--- src/rtl/hazard_scoreboard.sv ---
// hazard_scoreboard: shadow pipeline of in-flight GPR writes; raises load-use and
// HI/LO stalls and cross-checks the real WB stage against the shadow copy.
module hazard_scoreboard #(
    parameter int MD_LATENCY = 32
) (
    input  logic        clk,
    input  logic        rst_n,
    input  logic        IDValid,
    input  logic [4:0]  IDRs,
    input  logic [4:0]  IDRt,
    input  logic        IDUseRs,
    input  logic        IDUseRt,
    input  logic        IDRegWr,
    input  logic [4:0]  IDRegWriteAddr,
    input  logic        IDMemToReg,
    input  logic        IDMDStart,
    input  logic        IDUseHiLo,
    input  logic        Flush,
    input  logic        WBRegWr,
    input  logic [4:0]  WBRegWriteAddr,
    output logic        Stall,
    output logic        PCWrite,
    output logic        IFIDWrite,
    output logic        IDEXBubble,
    output logic        MDBusy,
    output logic [31:0] PendingMask,
    output logic        ProtocolErr
);
    localparam logic [5:0] MD_LOAD = 6'(MD_LATENCY);
    // Loads past EX are forwarded, so only the EX slot keeps its load flag.
    logic       r_sex_v, r_smem_v, r_swb_v, r_sex_ld;
    logic [4:0] r_sex_addr, r_smem_addr, r_swb_addr;
    logic [5:0] r_md_count;
    logic       r_perr;
    logic       w_load_use, w_hilo_haz, w_issue, w_new_v, w_wb_act, w_wb_mm;
    logic [31:0] w_pend;

    assign w_load_use = r_sex_v && r_sex_ld &&
                        ((IDUseRs && r_sex_addr == IDRs) || (IDUseRt && r_sex_addr == IDRt));
    assign MDBusy     = r_md_count != 6'd0;
    assign w_hilo_haz = MDBusy && (IDUseHiLo || IDMDStart);
    assign Stall      = IDValid && (w_load_use || w_hilo_haz);
    assign PCWrite    = ~Stall;
    assign IFIDWrite  = ~Stall;
    assign IDEXBubble = Stall | Flush;
    assign w_issue    = IDValid && !Stall && !Flush;
    assign w_new_v    = w_issue && IDRegWr && IDRegWriteAddr != 5'd0;
    assign w_wb_act   = WBRegWr && WBRegWriteAddr != 5'd0;
    assign w_wb_mm    = (w_wb_act != r_swb_v) ||
                        (w_wb_act && r_swb_v && WBRegWriteAddr != r_swb_addr);
    assign ProtocolErr = r_perr;
    assign PendingMask = w_pend;

    always_comb begin
        w_pend = '0;
        if (r_sex_v)  w_pend[r_sex_addr]  = 1'b1;
        if (r_smem_v) w_pend[r_smem_addr] = 1'b1;
        if (r_swb_v)  w_pend[r_swb_addr]  = 1'b1;
        w_pend[0] = 1'b0;
    end

    always_ff @(posedge clk or negedge rst_n) begin
        if (!rst_n) begin
            r_sex_v     <= 1'b0;
            r_sex_addr  <= 5'd0;
            r_sex_ld    <= 1'b0;
            r_smem_v    <= 1'b0;
            r_smem_addr <= 5'd0;
            r_swb_v     <= 1'b0;
            r_swb_addr  <= 5'd0;
            r_md_count  <= 6'd0;
            r_perr      <= 1'b0;
        end else begin
            r_swb_v     <= r_smem_v;
            r_swb_addr  <= r_smem_addr;
            r_smem_v    <= r_sex_v;
            r_smem_addr <= r_sex_addr;
            r_sex_v     <= w_new_v;
            r_sex_addr  <= w_new_v ? IDRegWriteAddr : 5'd0;
            r_sex_ld    <= w_new_v && IDMemToReg;
            r_md_count  <= (w_issue && IDMDStart) ? MD_LOAD :
                           MDBusy ? r_md_count - 6'd1 : 6'd0;
            r_perr      <= r_perr | w_wb_mm;
        end
    end
endmodule

--- config.mk ---
export PLATFORM = sky130hd
export DESIGN_NAME = hazard_scoreboard
export DESIGN_NICKNAME = d
export VERILOG_FILES = /design/src/rtl/hazard_scoreboard.sv
export SDC_FILE = /design/constraint.sdc
export NUM_CORES = 1
export LEC_CHECK = 0
export CORE_ASPECT_RATIO = 1.75
export CORE_MARGIN = 10
export CORE_UTILIZATION = 45
export CTS_CLUSTER_DIAMETER = 150
export DETAILED_ROUTE_END_ITERATION = 6
export GPL_TIMING_DRIVEN = 0
export PLACE_DENSITY = 0.86
export SLEW_MARGIN = 20
export SYNTH_ARGS = -nofsm -noshare
export SYNTH_HDL_FRONTEND = slang
export SYNTH_SLANG_ARGS = --single-unit
export TNS_END_PERCENT = 10
--- constraint.sdc ---
create_clock -name clk -period 3.3 [get_ports clk]
set_input_delay 0.495 -clock clk [delete_from_list [all_inputs] [get_ports clk]]
set_output_delay 0.495 -clock clk [all_outputs]
set_load 0.05 [all_outputs]
# Yosys cells after proc, flatten, opt, wreduce, memory -nomap -nowiden
# Index checks and enable logic that the tools add are counted.
# op_classes
addsub	1
n_mul	0
div_mod_pow	0
n_lt_le_gt_ge	6
n_eq_ne	4
shift	0
mux	12
n_bitwise	5
reduce_logical	27
# ops
op	n
32-bit 2-to-1 mux	3
32-bit bitwise OR	2
1-bit logical AND	18
5-bit by 6-bit < comparator with 1-bit output, second input constant	3
1-bit demux with 5-bit select	3
5-bit by 1-bit greater-or-equal comparator with 1-bit output, second input constant	3
6-bit 2-to-1 mux	2
5-bit equality test	2
5-bit nonzero test	2
6-bit nonzero test	1
6-bit by 1-bit subtractor with 6-bit output, second input constant	1
5-bit 2-to-1 mux	1
5-bit != test	1
1-bit logical OR	4
1-bit 2-to-1 mux	3
1-bit zero test	2
1-bit bitwise OR	2
1-bit != test	1
1-bit inverter	1
# totals
register_bits	26
latchBits	0
ramBits	0
romBits	0
in_bits	31
output_inout_bits	38
memories	0

# Logic depth before layout (Yosys ltp)
# Gate-level depths: netlist of run 1.
# logic_depth
depth_word	12
ltp_mapped	6
depth_no_buf	6

# Worst setup path after synthesis of run 1
# Ideal clock, no wire load.
# synth_path
kind	reg-to-output
start	register r_md_count[2]
end	output PCWrite
t_arrival_ns	2.667
required_ns	2.805
slack_ns	0.138
path_stages_with_launch	5
path_buffers	1
cell_sequence	dfrtp_1 > or3_4 > o32a_4 > o21ai_0 > buf_4
# synth_between
elab_chain_len	5
# synth_lines
item	line_no	source
start, declared	33	logic [5:0] r_md_count;
start signal, assigned	81	r_md_count <= (w_issue && IDMDStart) ? MD_LOAD :
6-bit nonzero test	40	assign MDBusy = r_md_count != 6'd0;
1-bit logical AND	41	assign w_hilo_haz = MDBusy && (IDUseHiLo || IDMDStart);
1-bit logical OR	42	assign Stall = IDValid && (w_load_use || w_hilo_haz);
1-bit logical AND	42	
1-bit inverter	n/a	
end, declared	22	output logic PCWrite,
# No other way between the ends.

# Worst setup path after layout of run 1
# layout_path
start	register r_smem_addr[1]
end	output PendingMask[16]
# layout_between
elab_chain_len	8
word_cells_on_any_way	9
classes_between	order compare (2); mux (4); bitwise (2); reduce/logical (1)
# layout_lines
item	line_no	source
start, declared	32	logic [4:0] r_sex_addr, r_smem_addr, r_swb_addr;
start signal, assigned	77	r_smem_addr <= r_sex_addr;
5-bit by 6-bit < comparator with 1-bit output (implied by the code) or 5-bit by 1-bit greater-or-equal comparator with 1-bit output (tied branches)	57	if (r_smem_v) w_pend[r_smem_addr] = 1'b1;
1-bit logical AND (implied by the code)	57	
1-bit 2-to-1 mux (implied by the code)	57	
1-bit demux with 5-bit select (*)	57	
32-bit bitwise OR (no line) (*)	n/a	
32-bit 2-to-1 mux (*)	57	
32-bit bitwise OR (no line)	n/a	
32-bit 2-to-1 mux (*)	58	if (r_swb_v) w_pend[r_swb_addr] = 1'b1;
end, declared	26	output logic [31:0] PendingMask,
# Every way passes the cells marked *; elsewhere a longest branch is shown, timed or not.

==> qor.yml, run 1 <==
power:
  leakagePower_nw: 1.28
  worst_ir_drop_vdd_v: 0.000536
  p_per_area_nw_per_um2: 315
setup_path:
  reg2reg_from: "r_sex_addr[0]"
  startpoint_type: "flop"
  cp.required_ns: 2.80
  worstPathMaxFanout: 7
  arrival_ns: 2.68
  rrSetupSlack_ns: 1.40
  rr_worst_depth: 5
  crit_end: "PendingMask[16]"
  worstReg2RegEnd: "r_md_count[5]"
  worstSetupPathType: "flop to output pin"
  crit_start: "r_smem_addr[1]"
  end_kind: "output pin"
timing:
  rsz0062_at_grt: "false"
  final_max_slew_viol_count: 0
  finClkSkew_ns: 0.00187
  finalSetupTns_ns: 0
  setup_viol: 0
  fin_ws_ns: 0.129
  hold_violations: 0
  max_freq_ghz: 0.315
  layout_min_cycle_time_ns: 3.17
  fin_crit_sh: 0.961
  timing.slew.headroom: 0.348
  worstMarginPinSlew_ns: 0.977
synth:
  ys_seq_area_frac: 0.329
  synth_seq_cells: 26
  synth_cells: 249
  syn-num-nets: 283
  synth.distinct_cells: 33
  syn_area_um2: 1980
  yosysWarnings: 0
  postSynthAreaPerCell_um2: 7.94
finish:
  final_common_cell: "nand2_1"
  final_cell_mix: "70 x nand2_1, 62 x clkdlybuf4s50_1, 29 x a22oi_1, 26 x dfrtp_1, 16 x nor2_1"
  fin_nets: 356
  drive_gt1_frac: 0.0685
  area_delta_synth_final_pct: 40.4
  final_util: 0.663
  antenna_cells: 0
detailed_routing:
  drt_wl_total_mm: 6.16
  via_count: 2109
  via_per_inst: 5.70
  remaining_drc_errors: 0
  drt_iter0_markers: 176
  postRouteAntennaNets: 0
  wl_per_cell_um: 16.7
  drt-pass1-iter-count: 5
run:
  maxCapViolations: 0
placement:
  dp_hpwl_mm: 4.70
  portBuffers: 67
  place.gp.congestion: 0.841
  place_ws_ns: -0.279
clock_network:
  numCtsBuffers: 3
  clkTransAtPathRegs_ns: 0.09
  cts-root-buf: "clkbuf_8"
  cts_num_sinks: 26
  cts_buffer_depth: 2
  clk_latency_ns: 0.26
  htreeDepth: 1
  cts_tree: "yes"
  hold_buffers: 0
global_route:
  grt_use_total: 0.157
  antenna_found_initial: 0
  grt_pass1_vias: 2166
  grt_overflow: 0
  grt_max_degree: 27
  grt_first_pass_wirelength_mm: 10.3
floorplan:
  coreArea_um2: 4190
  num_rows: 31
  fp.dieH_um: 108
  io_pins: 69
  dieArea_um2: 7550
  die_w_um: 70.1
  initial_core_util: 0.472
run_status:
  run_status: "finished clean"
hold_path:
  hold_path_class: "input port to async pin"
[worst min-delay path by stage]
stage	slack (ns)	depth (start not counted)	endpoint
detailed placement	0.36	0	r_smem_addr[3]
global route	0.24	1	r_md_count[1]
finish	0.20	1	r_md_count[0]
CTS	0.38	0	r_smem_addr[3]
global placement	0.35	0	r_smem_addr[4]
floorplan	0.20	0	ProtocolErr
[per-stage QoR]
| step | instance area [um^2] | power (mW) | hold WS, ns | cells |
|---|---|---|---|---|
| 4_1_cts | 2760 | 0.878 | 0.380 | 369 |
| 5_1_grt | 2780 | 0.931 | 0.235 | 370 |
| 3_5_place_dp | 2710 | 0.682 | 0.361 | 365 |
| 6_report | 2780 | 0.876 | 0.201 | 370 |
| 3_3_place_gp | 2710 | 0.672 | 0.354 | 365 |
| 2_1_floorplan | 1980 | 0.586 | 0.199 | 249 |
[registers in the layout (all words and copies together), names as in the netlist]
signal	cells
r_md_count	6
r_sex_addr	5
r_smem_addr	5
r_swb_addr	5
ProtocolErr	1
r_sex_ld	1
r_sex_v	1
r_smem_v	1
r_swb_v	1
[critical path, stage by stage (launching register included)]
cell	delay, ns
dfrtp_1	0.43
nor3b_1	0.82
a22oi_1	0.23
nand2_1	0.13
clkdlybuf4s50_1	0.81
[where the power goes]
part           leakage, nW  switching, mW  internal [mW]
combinational        0.909          0.142          0.126
clock               0.0288         0.0932          0.106
sequential           0.344         0.0450          0.363
total                 1.28          0.280          0.595
[area by class of cell]
cell class	count	area, um^2
Fill cell	377	1410
Multi-Input combinational cell	200	1240
Timing Repair Buffer	68	672
Sequential cell	26	651
Tap cell	49	61.3
Buffer	12	56.3
Clock buffer	4	55.1
Inverter	11	41.3
[cells by family after synthesis]
logic type                 after synthesis  share of synthesized area
buffers and inverters                   23                     0.0493
other                                    1                    0.00190
AOI/OAI and AO/OA                       40                      0.174
and+or+nand+nor                        137                      0.343
xor gates and xnor gates                19                     0.0841
adders and majority gates                3                     0.0190
DFF                                     26                      0.329
[synth_stat cells, drive strengths merged]
cell / count / share of area
a222oi: 2 / 0.010
nand2: 70 / 0.13
o21ai: 1 / 0.0025
conb: 1 / 0.0019
a22oi: 29 / 0.11
buf: 5 / 0.015
inv: 11 / 0.021
o32a: 1 / 0.011
o21a: 2 / 0.0076
and3: 6 / 0.019
nand3: 5 / 0.013
nor2b: 1 / 0.0032
a211o: 2 / 0.013
ha: 3 / 0.019
nor3b: 12 / 0.046
a2111o: 1 / 0.0057
nor2: 16 / 0.030
nor3: 15 / 0.048
or3: 1 / 0.0057
xor2: 7 / 0.031
or4: 2 / 0.0095
and3b: 6 / 0.027
xnor2: 12 / 0.053
o22ai: 2 / 0.013
nor4: 1 / 0.0032
clkbuf: 7 / 0.013
dfrtp: 26 / 0.33
nand4: 2 / 0.0063
[metal layers]
layer  track usage  vias to the layer above  share of wire
li1              -                     1011              -
met3        0.0379                       12          0.085
met2         0.285                      105           0.53
met4        0.0524                        0          0.013
met5             0                        -              0
met1         0.172                      981           0.37
[repair_timing]
item	CTS	global route
setup buffers	0	1
pin swaps	0	1
gates resized for setup	3	3
endpoints found under the setup margin	3	5
Power figures use the tool's default switching activity.
==> inputs of run 2 (changes only) <==
--- a/config.mk
+++ b/config.mk
@@ -5,7 +5,7 @@
 export SDC_FILE = /design/constraint.sdc
 export NUM_CORES = 1
 export LEC_CHECK = 0
-export CORE_ASPECT_RATIO = 1.75
+export CORE_ASPECT_RATIO = 1.1
 export CORE_MARGIN = 10
 export CORE_UTILIZATION = 45
 export CTS_CLUSTER_DIAMETER = 150
==> qor.yml, run 2 (synthesized netlist as in run 1, its figures left out) <==
timing:
  worstMarginPinSlew_ns: 1.01  # was 0.977 ns
  rsz0062_at_grt: "true"  # was false
  fin_crit_sh: 0.977  # was 0.961
  timing.slew.headroom: 0.323  # was 0.348
  final_max_slew_viol_count: 0  # unchanged
  max_freq_ghz: 0.310  # was 0.315 GHz
  fin_ws_ns: 0.0759  # was 0.129 ns
  finClkSkew_ns: 0.00223  # was 0.00187 ns
  layout_min_cycle_time_ns: 3.22  # was 3.17 ns
  setup_viol: 0  # unchanged
  hold_violations: 0  # unchanged
setup_path:
  worstSetupPathType: "input port to output pin"  # was flop to output pin
  path_delay_family: "buffers and inverters"  # was simple AND/OR/NAND/NOR gates
  rrSetupSlack_ns: 1.42  # was 1.40 ns
  startpoint_type: "input port"  # was flop
  slowest_stage: "or4_4"  # was nor3b_1
  cp.required_ns: 2.80  # about the same
  worstReg2RegEnd: "r_md_count[5]"  # unchanged
  worstSetupPathDepth: 7  # was 4
  reg2reg_from: "r_md_count[2]"  # was r_sex_addr[0]
  slowest_delay_ns: 0.57  # was 0.82 ns
  rr_worst_depth: 4  # was 5
  crit_buf_inv: 3  # was 1
  worstPathMaxFanout: 10  # was 7
  arrival_ns: 2.73  # was 2.68 ns
  cp_cell_sequence: "clkdlybuf4s50_1 > xor2_1 > or4_4 > o22ai_4 > o21ai_0 > buf_4 > dlygate4sd2_1"  # was nor3b_1 > a22oi_1 > nand2_1 > clkdlybuf4s50_1
  end_kind: "output pin"  # unchanged
power:
  p_per_area_nw_per_um2: 335  # was 315 nW/um^2
  leakagePower_nw: 1.28  # about the same
  worst_ir_drop_vdd_v: 0.000391  # was 0.000536 V
clock_network:
  clk_latency_ns: 0.27  # was 0.26 ns
  clkTransAtPathRegs_ns: 0.09  # about the same
  htreeDepth: 1  # unchanged
  cts_buffer_depth: 2  # unchanged
  cts_tree: "yes"  # unchanged
  hold_buffers: 0  # unchanged
  numCtsBuffers: 3  # unchanged
  cts-root-buf: "clkbuf_8"  # unchanged
  cts_num_sinks: 26  # unchanged
global_route:
  grt_use_total: 0.153  # was 0.157
  grt_overflow: 0  # unchanged
  grt_pass1_vias: 2104  # was 2166
  grt_max_degree: 27  # unchanged
  antenna_found_initial: 0  # unchanged
  grt_first_pass_wirelength_mm: 9.72  # was 10.3 mm
finish:
  largest_reg_flops: 6  # unchanged
  drive_gt1_frac: 0.0656  # was 0.0685
  fin_area_um2: 2790  # was 2780 um^2
  final_cell_mix: "70 x nand2_1, 63 x clkdlybuf4s50_1, 29 x a22oi_1, 26 x dfrtp_1, 16 x nor2_1"  # was 70 x nand2_1, 62 x clkdlybuf4s50_1, 29 x a22oi_1, 26 x dfrtp_1, 16 x nor2_1
  fillers: 372  # was 377
  fin_nets: 355  # was 356
  final_common_cell: "nand2_1"  # unchanged
  final_util: 0.651  # was 0.663
  top_register: "r_md_count"  # unchanged
  antenna_cells: 0  # unchanged
  area_delta_synth_final_pct: 41.0  # was 40.4%
placement:
  dpl_cell_area_um2: 2720  # was 2710 um^2
  place.gp.congestion: 0.850  # was 0.841
  dp_hpwl_mm: 4.64  # was 4.70 mm
  portBuffers: 67  # unchanged
  place_ws_ns: -0.207  # was -0.279 ns
floorplan:
  num_rows: 25  # was 31
  io_pins: 69  # unchanged
  dieArea_um2: 7450  # was 7550 um^2
  fp.dieH_um: 89.5  # was 108 um
  initial_core_util: 0.462  # was 0.472
  die_w_um: 83.2  # was 70.1 um
  coreArea_um2: 4290  # was 4190 um^2
run_status:
  run_status: "finished clean"  # unchanged
detailed_routing:
  via_count: 2078  # was 2109
  via_per_inst: 5.56  # was 5.70
  remaining_drc_errors: 0  # unchanged
  drt_wl_total_mm: 6.01  # was 6.16 mm
  drt_iter0_markers: 220  # was 176
  wl_per_cell_um: 16.1  # was 16.7 um
  drt-pass1-iter-count: 5  # unchanged
  postRouteAntennaNets: 0  # unchanged
hold_path:
  hold_path_class: "input port to async pin"  # unchanged
run:
  maxCapViolations: 0  # unchanged
## run 2: metal layers
| layer | part of all wire | wire, um | vias to the layer above | GRT usage |
|---|---|---|---|---|
| li1 | - | - | 1014 | - |
| met3 | 0.083 | 500 | 8 | 0.0383 |
| met4 | 0.010 | 61 | 0 | 0.0557 |
| met5 | 0 | 0 | - | 0 |
| met2 | 0.49 | 2930 | 104 | 0.277 |
| met1 | 0.42 | 2510 | 952 | 0.171 |
## run 2: layout make-up
class                      count  area [um^2]  area share
multi-input combinational    200         1240       0.445
timing repair buffer          67          662       0.237
sequential                    26          651       0.233
tap                           54         67.6      0.0242
buffer                        12         56.3      0.0202
clock buffer                   3         41.3      0.0148
inverter                      11         41.3      0.0148
clock inverter                 1         30.0      0.0108
## run 2: worst max-delay path by stage
stage,start,endpoint,slack (ns)
3_5_place_dp,IDRs[0],PCWrite,-0.21
2_1_floorplan,r_md_count[2],PCWrite,0.14
6_report,IDRs[0],PCWrite,0.08
4_1_cts,r_sex_addr[0],PendingMask[16],0.01
3_3_place_gp,IDRs[0],PCWrite,-0.20
5_1_grt,IDRs[0],PCWrite,-0.02
## run 2: power breakdown
part / internal (mW) / switching [mW] / total [mW]
clock network: 0.162 / 0.0984 / 0.261
registers: 0.363 / 0.0427 / 0.406
logic: 0.126 / 0.141 / 0.267
total: 0.651 / 0.283 / 0.934
## run 2: through the flow
stage | hold slack [ns] | setup TNS [ns] | cells | power, mW
final | 0.208 | 0 | 374 | 0.934
after global routing | 0.245 | -0.0164 | 374 | 0.981
after CTS | 0.373 | 0 | 374 | 0.940
after detailed placement | 0.353 | -0.478 | 370 | 0.684
after global placement | 0.352 | -0.426 | 370 | 0.671
after floorplan | 0.199 | 0 | 249 | 0.586
## run 2: worst register-to-register path: cells and delay by family, from the launching register on
family,cells,cell delay [ns]
AO/OA/AOI/OAI,1,0.16
flip-flops,1,0.43
AND/OR/NAND/NOR,3,1.20
## run 2: timing repair
action                     4_1_cts  5_1_grt
cloned                           0        0
setup endpoints to repair        3        8
pin swaps                        0        0
setup buffers                    0        0
resized for setup                3        2
==> inputs of run 3 (changes only) <==
--- a/config.mk
+++ b/config.mk
@@ -5,6 +5,7 @@
 export SDC_FILE = /design/constraint.sdc
 export NUM_CORES = 1
 export LEC_CHECK = 0
+export ABC_CLOCK_PERIOD_IN_PS = 3300
 export CORE_ASPECT_RATIO = 1.1
 export CORE_MARGIN = 10
 export CORE_UTILIZATION = 45
@@ -12,6 +13,7 @@
 export DETAILED_ROUTE_END_ITERATION = 6
 export GPL_TIMING_DRIVEN = 0
 export PLACE_DENSITY = 0.86
+export RECOVER_POWER = 50
 export SLEW_MARGIN = 20
 export SYNTH_ARGS = -nofsm -noshare
 export SYNTH_HDL_FRONTEND = slang
==> qor.yml, run 3 (synthesized netlist as in run 1, its figures left out) <==
run_status:
  run_status: "finished clean"  # unchanged
placement:
  dp_hpwl_mm: 4.64  # unchanged
  portBuffers: 67  # unchanged
  place_ws_ns: -0.207  # unchanged
  place.gp.congestion: 0.850  # unchanged
floorplan:
  dieArea_um2: 7450  # unchanged
  fp.dieH_um: 89.5  # unchanged
  coreArea_um2: 4290  # unchanged
  initial_core_util: 0.462  # unchanged
  die_w_um: 83.2  # unchanged
  num_rows: 25  # unchanged
  io_pins: 69  # unchanged
setup_path:
  arrival_ns: 2.73  # about the same
  path_delay_family: "buffers and inverters"  # unchanged
  startpoint_type: "input port"  # unchanged
  slowest_delay_ns: 0.57  # about the same
  worstPathMaxFanout: 10  # unchanged
  worstSetupPathType: "input port to output pin"  # unchanged
  crit_buf_inv: 3  # unchanged
  cp.required_ns: 2.80  # about the same
  cp_cell_sequence: "clkdlybuf4s50_1 > xor2_1 > or4_4 > o22ai_4 > o21ai_0 > buf_4 > dlygate4sd2_1"  # unchanged
  slowest_stage: "or4_4"  # unchanged
  end_kind: "output pin"  # unchanged
clock_network:
  cts_buffer_depth: 2  # unchanged
  cts-root-buf: "clkbuf_8"  # unchanged
  htreeDepth: 1  # unchanged
  clk_latency_ns: 0.27  # about the same
  clkTransAtPathRegs_ns: 0.09  # about the same
  cts_num_sinks: 26  # unchanged
  numCtsBuffers: 3  # unchanged
  cts_tree: "yes"  # unchanged
power:
  p_total_mw: 0.934  # about the same
  p_int_mw: 0.651  # about the same
  swShare: 0.303  # was 0.302
  p_per_area_nw_per_um2: 335  # about the same
  p_clk_frac: 0.279  # about the same
  comb_power_share: 0.286  # about the same
  worst_ir_drop_vdd_v: 0.000391  # about the same
  leakagePower_nw: 1.27  # was 1.28 nW
  seqPwrFrac: 0.435  # was 0.434
  switching_power_mw: 0.283  # about the same
timing:
  rsz0062_at_grt: "true"  # unchanged
  layout_min_cycle_time_ns: 3.22  # about the same
  hold_violations: 0  # unchanged
  finClkSkew_ns: 0.00226  # was 0.00223 ns
  timing.slew.headroom: 0.0923  # was 0.323
  final_max_slew_viol_count: 0  # unchanged
  fin_crit_sh: 0.977  # about the same
  worstMarginPinSlew_ns: 1.36  # was 1.01 ns
  max_freq_ghz: 0.310  # about the same
  setup_viol: 0  # unchanged
  fin_ws_ns: 0.0759  # about the same
finish:
  multi_input_area_um2: 1240  # unchanged
  final_cell_mix: "70 x nand2_1, 63 x clkdlybuf4s50_1, 29 x a22oi_1, 26 x dfrtp_1, 16 x nor2_1"  # unchanged
  top_register: "r_md_count"  # unchanged
  antenna_cells: 0  # unchanged
  area_delta_synth_final_pct: 40.9  # was 41.0%
  fillers: 373  # was 372
  largest_reg_flops: 6  # unchanged
  drive_gt1_frac: 0.0625  # was 0.0656
  ff_latch_area_um2: 651  # unchanged
  final_common_cell: "nand2_1"  # unchanged
  fin_nets: 355  # unchanged
detailed_routing:
  postRouteAntennaNets: 0  # unchanged
  remaining_drc_errors: 0  # unchanged
  via_per_inst: 5.58  # was 5.56
  drt_iter0_markers: 220  # unchanged
  drt_wl_total_mm: 6.05  # was 6.01 mm
  via_count: 2088  # was 2078
  drt-pass1-iter-count: 6  # was 5
  wl_per_cell_um: 16.2  # was 16.1 um
global_route:
  grt_pass1_vias: 2104  # unchanged
  grt_first_pass_wirelength_mm: 9.72  # unchanged
  grt_use_total: 0.153  # unchanged
  grt_max_degree: 27  # unchanged
  antenna_found_initial: 0  # unchanged
  grt_overflow: 0  # unchanged
hold_path:
  hold_path_class: "flop to flop"  # was input port to async pin
run:
  maxCapViolations: 0  # unchanged
run 3: cell types whose count changed in the layout (fill, tap and decap cells not counted), sizes merged:
cell,before,now
buf,6,5
clkbuf,10,11
run 3: worst paths after layout:
kind                       cells past startpoint  slack [ns]          start              to
hold / removal                                 0        0.38  r_sex_addr[4]  r_smem_addr[4]
max in group asynchronous                      1        1.99          rst_n  r_smem_addr[0]
setup reg to reg                               4        1.42  r_md_count[2]   r_md_count[5]
setup / recovery                               7        0.08        IDRs[0]         PCWrite
hold reg to reg                                0        0.38  r_sex_addr[4]  r_smem_addr[4]
min in group asynchronous                      1        0.51          rst_n        r_sex_ld
run 3: area by class of cell:
| cell class | instances | area share |
|---|---|---|
| Inverter | 11 | 0.0148 |
| Timing Repair Buffer | 67 | 0.237 |
| Clock buffer | 3 | 0.0148 |
| Buffer | 12 | 0.0202 |
| Sequential cell | 26 | 0.233 |
| Tap cell | 54 | 0.0242 |
| Multi-Input combinational cell | 200 | 0.445 |
| Clock inverter | 1 | 0.0108 |
run 3: worst register-to-register path, stage by stage (launching register included):
cell     delay, ns
dfrtp_1       0.43
or3_4         0.42
nor3_1        0.64
nand3_1       0.14
o22ai_1       0.16
run 3: metrics by stage:
| step | setup TNS (ns) | area [um^2] | std cells | hold slack (ns) | utilization |
|---|---|---|---|---|---|
| after detailed placement | -0.478 | 2720 | 370 | 0.353 | 0.634 |
| after CTS | 0 | 2780 | 374 | 0.373 | 0.650 |
| after global routing | -0.0164 | 2790 | 374 | 0.393 | 0.651 |
| final | 0 | 2790 | 374 | 0.375 | 0.651 |
| after global placement | -0.426 | 2720 | 370 | 0.352 | 0.634 |
| after floorplan | 0 | 1980 | 249 | 0.199 | - |
run 3: metal layers:
metal,part of all wire,GRT usage,wire (um)
met4,0.017,0.0557,105
met3,0.088,0.0383,530
met2,0.48,0.277,2900
met1,0.42,0.171,2510
met5,0,0,0
run 3: power groups by stage:
stage	logic, mW	registers (mW)	clock network, mW
after floorplan	0.184	0.402	0
after global placement	0.262	0.409	0
after detailed placement	0.273	0.411	0
after CTS	0.271	0.405	0.265
after global routing	0.296	0.412	0.272
final	0.267	0.406	0.261
run 3: repair_timing:
action                     4_1_cts  5_1_grt
buffers inserted                 0        0
hold buffers                     0        0
resized for setup                3        2
setup endpoints to repair        3        8
